### src/rtl/ddr_cmd_issue.sv
// ddr_cmd_issue: issue stage between the show-ahead command/write-data FIFOs and the
// DDR3 memory interface IP user port (all in the ui_clk domain).
//
// Holds one popped beat command and presents it to the IP using the cmd_en /
// wr_data_en handshake. A new command may be popped in the same cycle the held one is
// accepted, so beats can issue back-to-back at one per cycle.
//
// Read issue is gated by a credit counter sized to the read-return FIFO, so that FIFO
// can never overflow. Reads in flight are counted, and read data arriving with nothing
// in flight raises a sticky error.
//
// Ports:
//   clk, rst                   ui_clk; synchronous active-high reset
//   calib_done                 IP init_calib_complete; no new pops while low
//   cmd_valid/rd/addr/strb/data  head of the command FIFO
//   cmd_pop                    FIFO RdEn (combinational)
//   ddr_cmd_en/cmd/addr        IP command port
//   ddr_cmd_ready              IP cmd_ready
//   ddr_wr_data_en/data/mask/end  IP write-data port (mask: 1 = byte masked)
//   ddr_wr_data_rdy            IP wr_data_rdy
//   ddr_rd_data_valid          IP read beat returned
//   rd_fifo_pop                consumer popped one beat from the read-return FIFO
//   rd_credits                 free read-return slots
//   rd_outstanding             reads issued whose data has not yet returned
//   err_spurious               sticky error: credit overflow or unexpected read data
module ddr_cmd_issue #(
    parameter int DATA_WIDTH = 256,
    parameter int ADDR_WIDTH = 32,
    parameter int STRB_WIDTH = DATA_WIDTH / 8,
    parameter int RD_CREDITS = 16,
    parameter int CNT_WIDTH  = $clog2(RD_CREDITS + 1)
) (
    input  logic                  clk,
    input  logic                  rst,
    input  logic                  calib_done,
    input  logic                  cmd_valid,
    input  logic                  cmd_rd,
    input  logic [ADDR_WIDTH-1:0] cmd_addr,
    input  logic [STRB_WIDTH-1:0] cmd_strb,
    input  logic [DATA_WIDTH-1:0] cmd_data,
    output logic                  cmd_pop,
    output logic                  ddr_cmd_en,
    output logic [2:0]            ddr_cmd,
    output logic [ADDR_WIDTH-1:0] ddr_addr,
    input  logic                  ddr_cmd_ready,
    output logic                  ddr_wr_data_en,
    output logic [DATA_WIDTH-1:0] ddr_wr_data,
    output logic [STRB_WIDTH-1:0] ddr_wr_data_mask,
    output logic                  ddr_wr_data_end,
    input  logic                  ddr_wr_data_rdy,
    input  logic                  ddr_rd_data_valid,
    input  logic                  rd_fifo_pop,
    output logic [CNT_WIDTH-1:0]  rd_credits,
    output logic [CNT_WIDTH-1:0]  rd_outstanding,
    output logic                  err_spurious
);

    // Address bits below one data beat.
    localparam int LSB = $clog2(STRB_WIDTH);
    localparam logic [CNT_WIDTH-1:0] CRED_MAX = CNT_WIDTH'(RD_CREDITS);
    localparam logic [CNT_WIDTH-1:0] CNT_ONE  = CNT_WIDTH'(1);

    typedef enum logic {StIdle, StIssue} state_t;

    state_t                  state;
    logic                    reg_rd;
    logic [ADDR_WIDTH-1:0]   reg_addr;
    logic [STRB_WIDTH-1:0]   reg_strb;
    logic [DATA_WIDTH-1:0]   reg_data;
    logic [CNT_WIDTH-1:0]    credits;
    logic [CNT_WIDTH-1:0]    outstanding;
    logic                    err;

    logic                    in_issue;
    logic                    acc;
    logic                    rd_acc;
    logic                    can_take;
    logic [CNT_WIDTH-1:0]    credits_avail;

    assign in_issue = (state == StIssue);
    assign acc      = in_issue & ddr_cmd_ready & (reg_rd | ddr_wr_data_rdy);
    assign rd_acc   = acc & reg_rd;

    // Credit left once a read accepted this cycle is charged. A held read was
    // only popped with a credit in hand, so this never underflows.
    assign credits_avail = credits - (rd_acc ? CNT_ONE : '0);

    // Writes never wait on credits; a read at the head blocks everything behind it.
    assign can_take = calib_done & cmd_valid & (~cmd_rd | (credits_avail != '0));
    assign cmd_pop  = can_take & (~in_issue | acc);

    always_ff @(posedge clk) begin
        if (rst) begin
            state       <= StIdle;
            reg_rd      <= 1'b0;
            reg_addr    <= '0;
            reg_strb    <= '0;
            reg_data    <= '0;
            credits     <= CRED_MAX;
            outstanding <= '0;
            err         <= 1'b0;
        end else begin
            unique case (state)
                StIdle:  if (cmd_pop) state <= StIssue;
                StIssue: if (acc && !cmd_pop) state <= StIdle;
                default: state <= StIdle;
            endcase

            if (cmd_pop) begin
                reg_rd   <= cmd_rd;
                reg_addr <= cmd_addr;
                reg_strb <= cmd_strb;
                reg_data <= cmd_data;
            end

            // Simultaneous charge and refund cancel out.
            if (rd_fifo_pop && !rd_acc) begin
                if (credits == CRED_MAX) err <= 1'b1;
                else                     credits <= credits + CNT_ONE;
            end else if (rd_acc && !rd_fifo_pop) begin
                credits <= credits - CNT_ONE;
            end

            if (ddr_rd_data_valid && !rd_acc) begin
                if (outstanding == '0) err <= 1'b1;
                else                   outstanding <= outstanding - CNT_ONE;
            end else if (rd_acc && !ddr_rd_data_valid) begin
                outstanding <= outstanding + CNT_ONE;
            end
        end
    end

    assign ddr_cmd_en       = acc;
    assign ddr_wr_data_en   = acc & ~reg_rd;
    assign ddr_wr_data_end  = acc & ~reg_rd;
    assign ddr_cmd          = {2'b00, reg_rd};
    assign ddr_addr         = {reg_addr[ADDR_WIDTH-1:LSB], {LSB{1'b0}}};
    assign ddr_wr_data      = reg_data;
    assign ddr_wr_data_mask = reg_rd ? '0 : ~reg_strb;
    assign rd_credits       = credits;
    assign rd_outstanding   = outstanding;
    assign err_spurious     = err;

    // Sub-beat address bits are captured but never presented.
    logic unused_addr_lsb;
    assign unused_addr_lsb = ^reg_addr[LSB-1:0];

endmodule
### config.mk
export PLATFORM = sky130hd
export DESIGN_NAME = ddr_cmd_issue
export DESIGN_NICKNAME = d
export VERILOG_FILES = /design/src/rtl/ddr_cmd_issue.sv
export SDC_FILE = /design/constraint.sdc
export NUM_CORES = 1
export LEC_CHECK = 0
export BUFFER_PORTS_ARGS = -buffer_cell sky130_fd_sc_hd__buf_4
export CAP_MARGIN = 20
export CORE_AREA = 4 4 259 261
export CTS_CLUSTER_SIZE = 16
export DETAILED_ROUTE_END_ITERATION = 6
export DIE_AREA = 0 0 263 265
export PLACE_DENSITY_LB_ADDON = 0.15
export SYNTH_ARGS = -nofsm -noshare
export SYNTH_HDL_FRONTEND = slang
export SYNTH_SLANG_ARGS = --single-unit
### constraint.sdc
create_clock -name clk -period 2 [get_ports clk]
set_clock_uncertainty 0.05 [all_clocks]
set_input_delay 0.1 -clock clk [delete_from_list [all_inputs] [get_ports clk]]
set_output_delay 0.1 -clock clk [all_outputs]
set_load 0.01 [all_outputs]
==> impl_summary.md <==
Status
The flow ran to the end, but the final reports show violations. The checks that failed: negative setup slack.

Clock tree
CTS built an H-tree with a depth of 2. The clock transition at the registers of the reported paths is 0.05 ns. In this run, CTS created clock tree buffers numbering 41. The longest clock path from root to sink contains 3 buffers. The clock reaches the later pin of the worst-skew pair after 0.54 ns. TritonCTS built the clock tree. The clock sink count is 328. The root buffer selected by CTS is sky130_fd_sc_hd__clkbuf_16.

Global route
The number of global-route vias before repair is 14500. The sum of overflow across all layers after global routing is 0. The number of antenna violations at the first check in global routing was 3. Across every metal layer, demand over resource in global routing totals 0.144. The first global-routing pass estimated 81.2 mm of wire. Entering global routing, the biggest net connects 74 pins.

Floorplanning
The die span in y is 265 um. The die footprint is 0.0697 mm2. In this run the standard cell core region covers 0.0645 mm2. The number of placed I/O pins is 667. For this configuration, the core starts out at a cell density of 0.210. The die extent in x is 263 um. The total number of placement rows is 93.

Synthesis
Of the total synthesized cell area, the portion taken by AND, OR, NAND and NOR gates is 0.202. Counting flops with a built-in enable in the synthesized netlist gives 0. The synthesized-area fraction occupied by ao, oa, aoi and oai cells is 0.0192. The yosys synthesis warning count is 0. By area, the combinational part of the netlist is dominated by multiplexers. The post-synthesis instance area is 0.0135 mm2.

The multiplexer share of the synthesized area is 0.233. In this run, distinct cell masters in the synthesized netlist total 47. The average instance area after synthesis is 8.84 um2. The async set-reset flop share out of synthesis is 0.

The number of instances in the synthesized netlist is 1531. Of the synthesized area, sequential elements account for 0.485. The synthesized-area fraction occupied by xor and xnor cells is 0.00194. Of the total synthesized cell area, the portion taken by full adders, half adders and majority gates is 0.00943. Among all flip-flop cells after synthesis, the most frequent one is sky130_fd_sc_hd__dfxtp_1. The synthesized design contains 328 register bits.

Timing
The smallest setup slack after layout is -0.0755 ns. The setup TNS after final layout is -0.0755 ns. The final cycle utilization of the critical path is 1.04.

For the pin with the worst max-slew slack, the measured transition is 0.884 ns. The total count of max-transition violations in the final report came to 0. The final hold violation count is 0.

In this run the tightest slew margin relative to its limit is 0.407. Setup repair after global routing could not meet its margin everywhere. Setup violations remaining at the end of the flow were counted as 1.

Static timing analysis puts the maximum clock frequency at 0.482 GHz. The final critical-path required period is 2.08 ns.

Place
The sum of net half-perimeters after detailed placement is 38.6 mm. The count of buffers added on input and output ports is 654. At the end of routability-driven placement, the weighted congestion stood at 0.766.

The post-place setup slack is -0.0556 ns.

Routing
The number of remaining DRC errors is 0. In the final routed layout, each cell accounts on average for 16.0 um. The per-cell via count in the routed design is 4.05. The count of vias placed by the detailed router is 13800. The post-detailed-route count of antenna-violating nets is 0. For this run, the detailed router's first-pass iteration total came to 4. Summed over all layers, the routed wires come to 54.3 mm.

The DRC marker count from the first detailed-route iteration is 427.

Pwr
The leakage power is 11.1 nW. The worst-case IR drop observed on VDD is 513 uV. Dividing total power by cell area gives a power density of 788 mW/mm2.

Layout
The number of inserted filler cells in the final layout is 6516. Of the cells placed in the final design, the portion with a size suffix greater than 1 is 0.324. The layout overhead on the synthesized area is 83.2%. After the last flow step, the layout net total stands at 2851.

Setup path
In this run the worst path has a maximum fanout of 3. Data arrives at the worst endpoint at 1.93 ns. The reg-to-reg startpoint is reg_rd. The endpoint identified for the worst register-to-register timing path is ddr_wr_data[25]. The critical path in this run is classified as flop to output pin.

The worst register-to-register path has a depth of 9. STA classifies the critical path endpoint as an output pin. The required time reported for the critical path endpoint is 1.85 ns. The startpoint type of the worst setup path is a flop. Setup slack on the worst reg-to-reg path comes out at 0.02 ns.

Min path
The path with the worst hold slack has its endpoint at rd_outstanding[1]. The startpoint of the tightest hold check path is ddr_cmd_ready. The worst hold path belongs to the class input port to flop. The depth of the worst hold-timing path is 6.

Flow run
Across the run, the number of max-cap violations was 0.
==> kinds of logic (layout without fill, tap and decap cells) <==
family                     after synthesis  after routing
xor gates and xnor gates                 3              3
adders and majority gates                9              9
other                                    1              8
buffers and inverters                  128           1137
DFF                                    328            328
and+or+nand+nor                        708            708
AOI/OAI and AO/OA                       39             39
muxes                                  315            315
==> state kept, by name, summed over array words and instances (netlist names) <==
name / count
reg_strb: 32
rd_outstanding: 5
rd_credits: 5
ddr_wr_data: 256
err_spurious: 1
reg_rd: 1
in_issue: 1
reg_addr: 27
==> report_power, final <==
group,switching (W),internal (W),total [W]
Sequential,0.000313,0.00700,0.00731
Clock,0.00296,0.00475,0.00771
Combinational,0.00201,0.00247,0.00448
Total,0.00529,0.0142,0.0195
==> cells in the mapped netlist, types with 3 or more instances <==
library cell	instances	area share
sky130_fd_sc_hd__o21a_1	3	0.0017
sky130_fd_sc_hd__a21oi_1	9	0.0033
sky130_fd_sc_hd__a21o_1	5	0.0028
sky130_fd_sc_hd__buf_6	3	0.0025
sky130_fd_sc_hd__inv_1	6	0.0017
sky130_fd_sc_hd__nor2_1	48	0.013
sky130_fd_sc_hd__buf_1	6	0.0017
sky130_fd_sc_hd__a211oi_1	4	0.0022
sky130_fd_sc_hd__clkbuf_1	67	0.019
sky130_fd_sc_hd__buf_4	38	0.021
sky130_fd_sc_hd__o21ai_0	6	0.0022
sky130_fd_sc_hd__mux2i_1	315	0.23
sky130_fd_sc_hd__dfxtp_1	328	0.49
sky130_fd_sc_hd__nand3_1	7	0.0026
sky130_fd_sc_hd__nand2_1	636	0.18
sky130_fd_sc_hd__ha_1	7	0.0065
sky130_fd_sc_hd__buf_2	5	0.0018
==> worst max-delay path, cell delays in order (launching register included) <==
cell and delay [ns]:
sky130_fd_sc_hd__dfxtp_2 0.34, sky130_fd_sc_hd__nand3_4 0.10, sky130_fd_sc_hd__inv_4 0.04, sky130_fd_sc_hd__ha_4 0.15, sky130_fd_sc_hd__xor2_2 0.14, sky130_fd_sc_hd__o31a_4 0.37, sky130_fd_sc_hd__buf_12 0.14, sky130_fd_sc_hd__buf_6 0.11
==> stage by stage <==
step                utilization  std cells  total power (W)  instance area (um2)  hold WS (ns)
detailed placement        0.304       2989           0.0111                19600         0.315
CTS                       0.379       3392           0.0197                24400        0.0699
global route              0.384       3402           0.0205                24800         0.127
global placement          0.304       2989           0.0111                19600         0.308
floorplan                     -       1537          0.00920                13600         0.192
finish                    0.384       3402           0.0195                24800         0.131
==> cells in the final DEF, fill, tap and decap left out, drive strengths merged, types with 3 or more instances in the layout <==
cell type,instances
nand2,636
a21o,5
clkbuf,73
buf,726
a211oi,4
inv,9
dlygate4sd3,321
clkinv,4
mux2i,315
o21ai,7
nor2,48
dfxtp,328
a21oi,9
o21a,3
ha,7
conb,7
nand3,8
==> metal layers <==
metal | GRT usage | wire (um)
met1 | 0.154 | 20500
met2 | 0.264 | 27800
met3 | 0.0501 | 4140
met4 | 0.0522 | 1850
met5 | 0 | 21
==> layout make-up <==
cell class	instances	area, um2	share of cell area
clock buffers	67	1320	0.0531
repair buffers	1053	9220	0.372
clock inverters	9	104	0.00419
multi-input cells	1081	6460	0.261
diodes	1	2.50	0.000101
flip-flops and latches	328	6570	0.265
inverters	8	40.0	0.00162
well taps	855	1070	0.0432
==> how the worst max path moves through the flow <==
stage | startpoint | end | slack (ns) | cells past startpoint
2_1_floorplan | in_issue | reg_rd | 0.0009 | 10
3_3_place_gp | in_issue | rd_credits[4] | -0.02 | 7
3_5_place_dp | reg_rd | ddr_wr_data[202] | -0.06 | 7
4_1_cts | reg_rd | cmd_pop | -0.12 | 7
5_1_grt | reg_rd | cmd_pop | -0.17 | 7
6_report | reg_rd | cmd_pop | -0.08 | 7
==> what timing repair did <==
item,4_1_cts,5_1_grt
pin swaps,3,6
endpoints found under the setup margin,65,227
gates resized for setup,20,40
setup buffers,4,2
hold endpoints to repair,327,0
hold buffers,321,0
cloned,3,7
No activity file was read; power rests on OpenSTA's default activity.
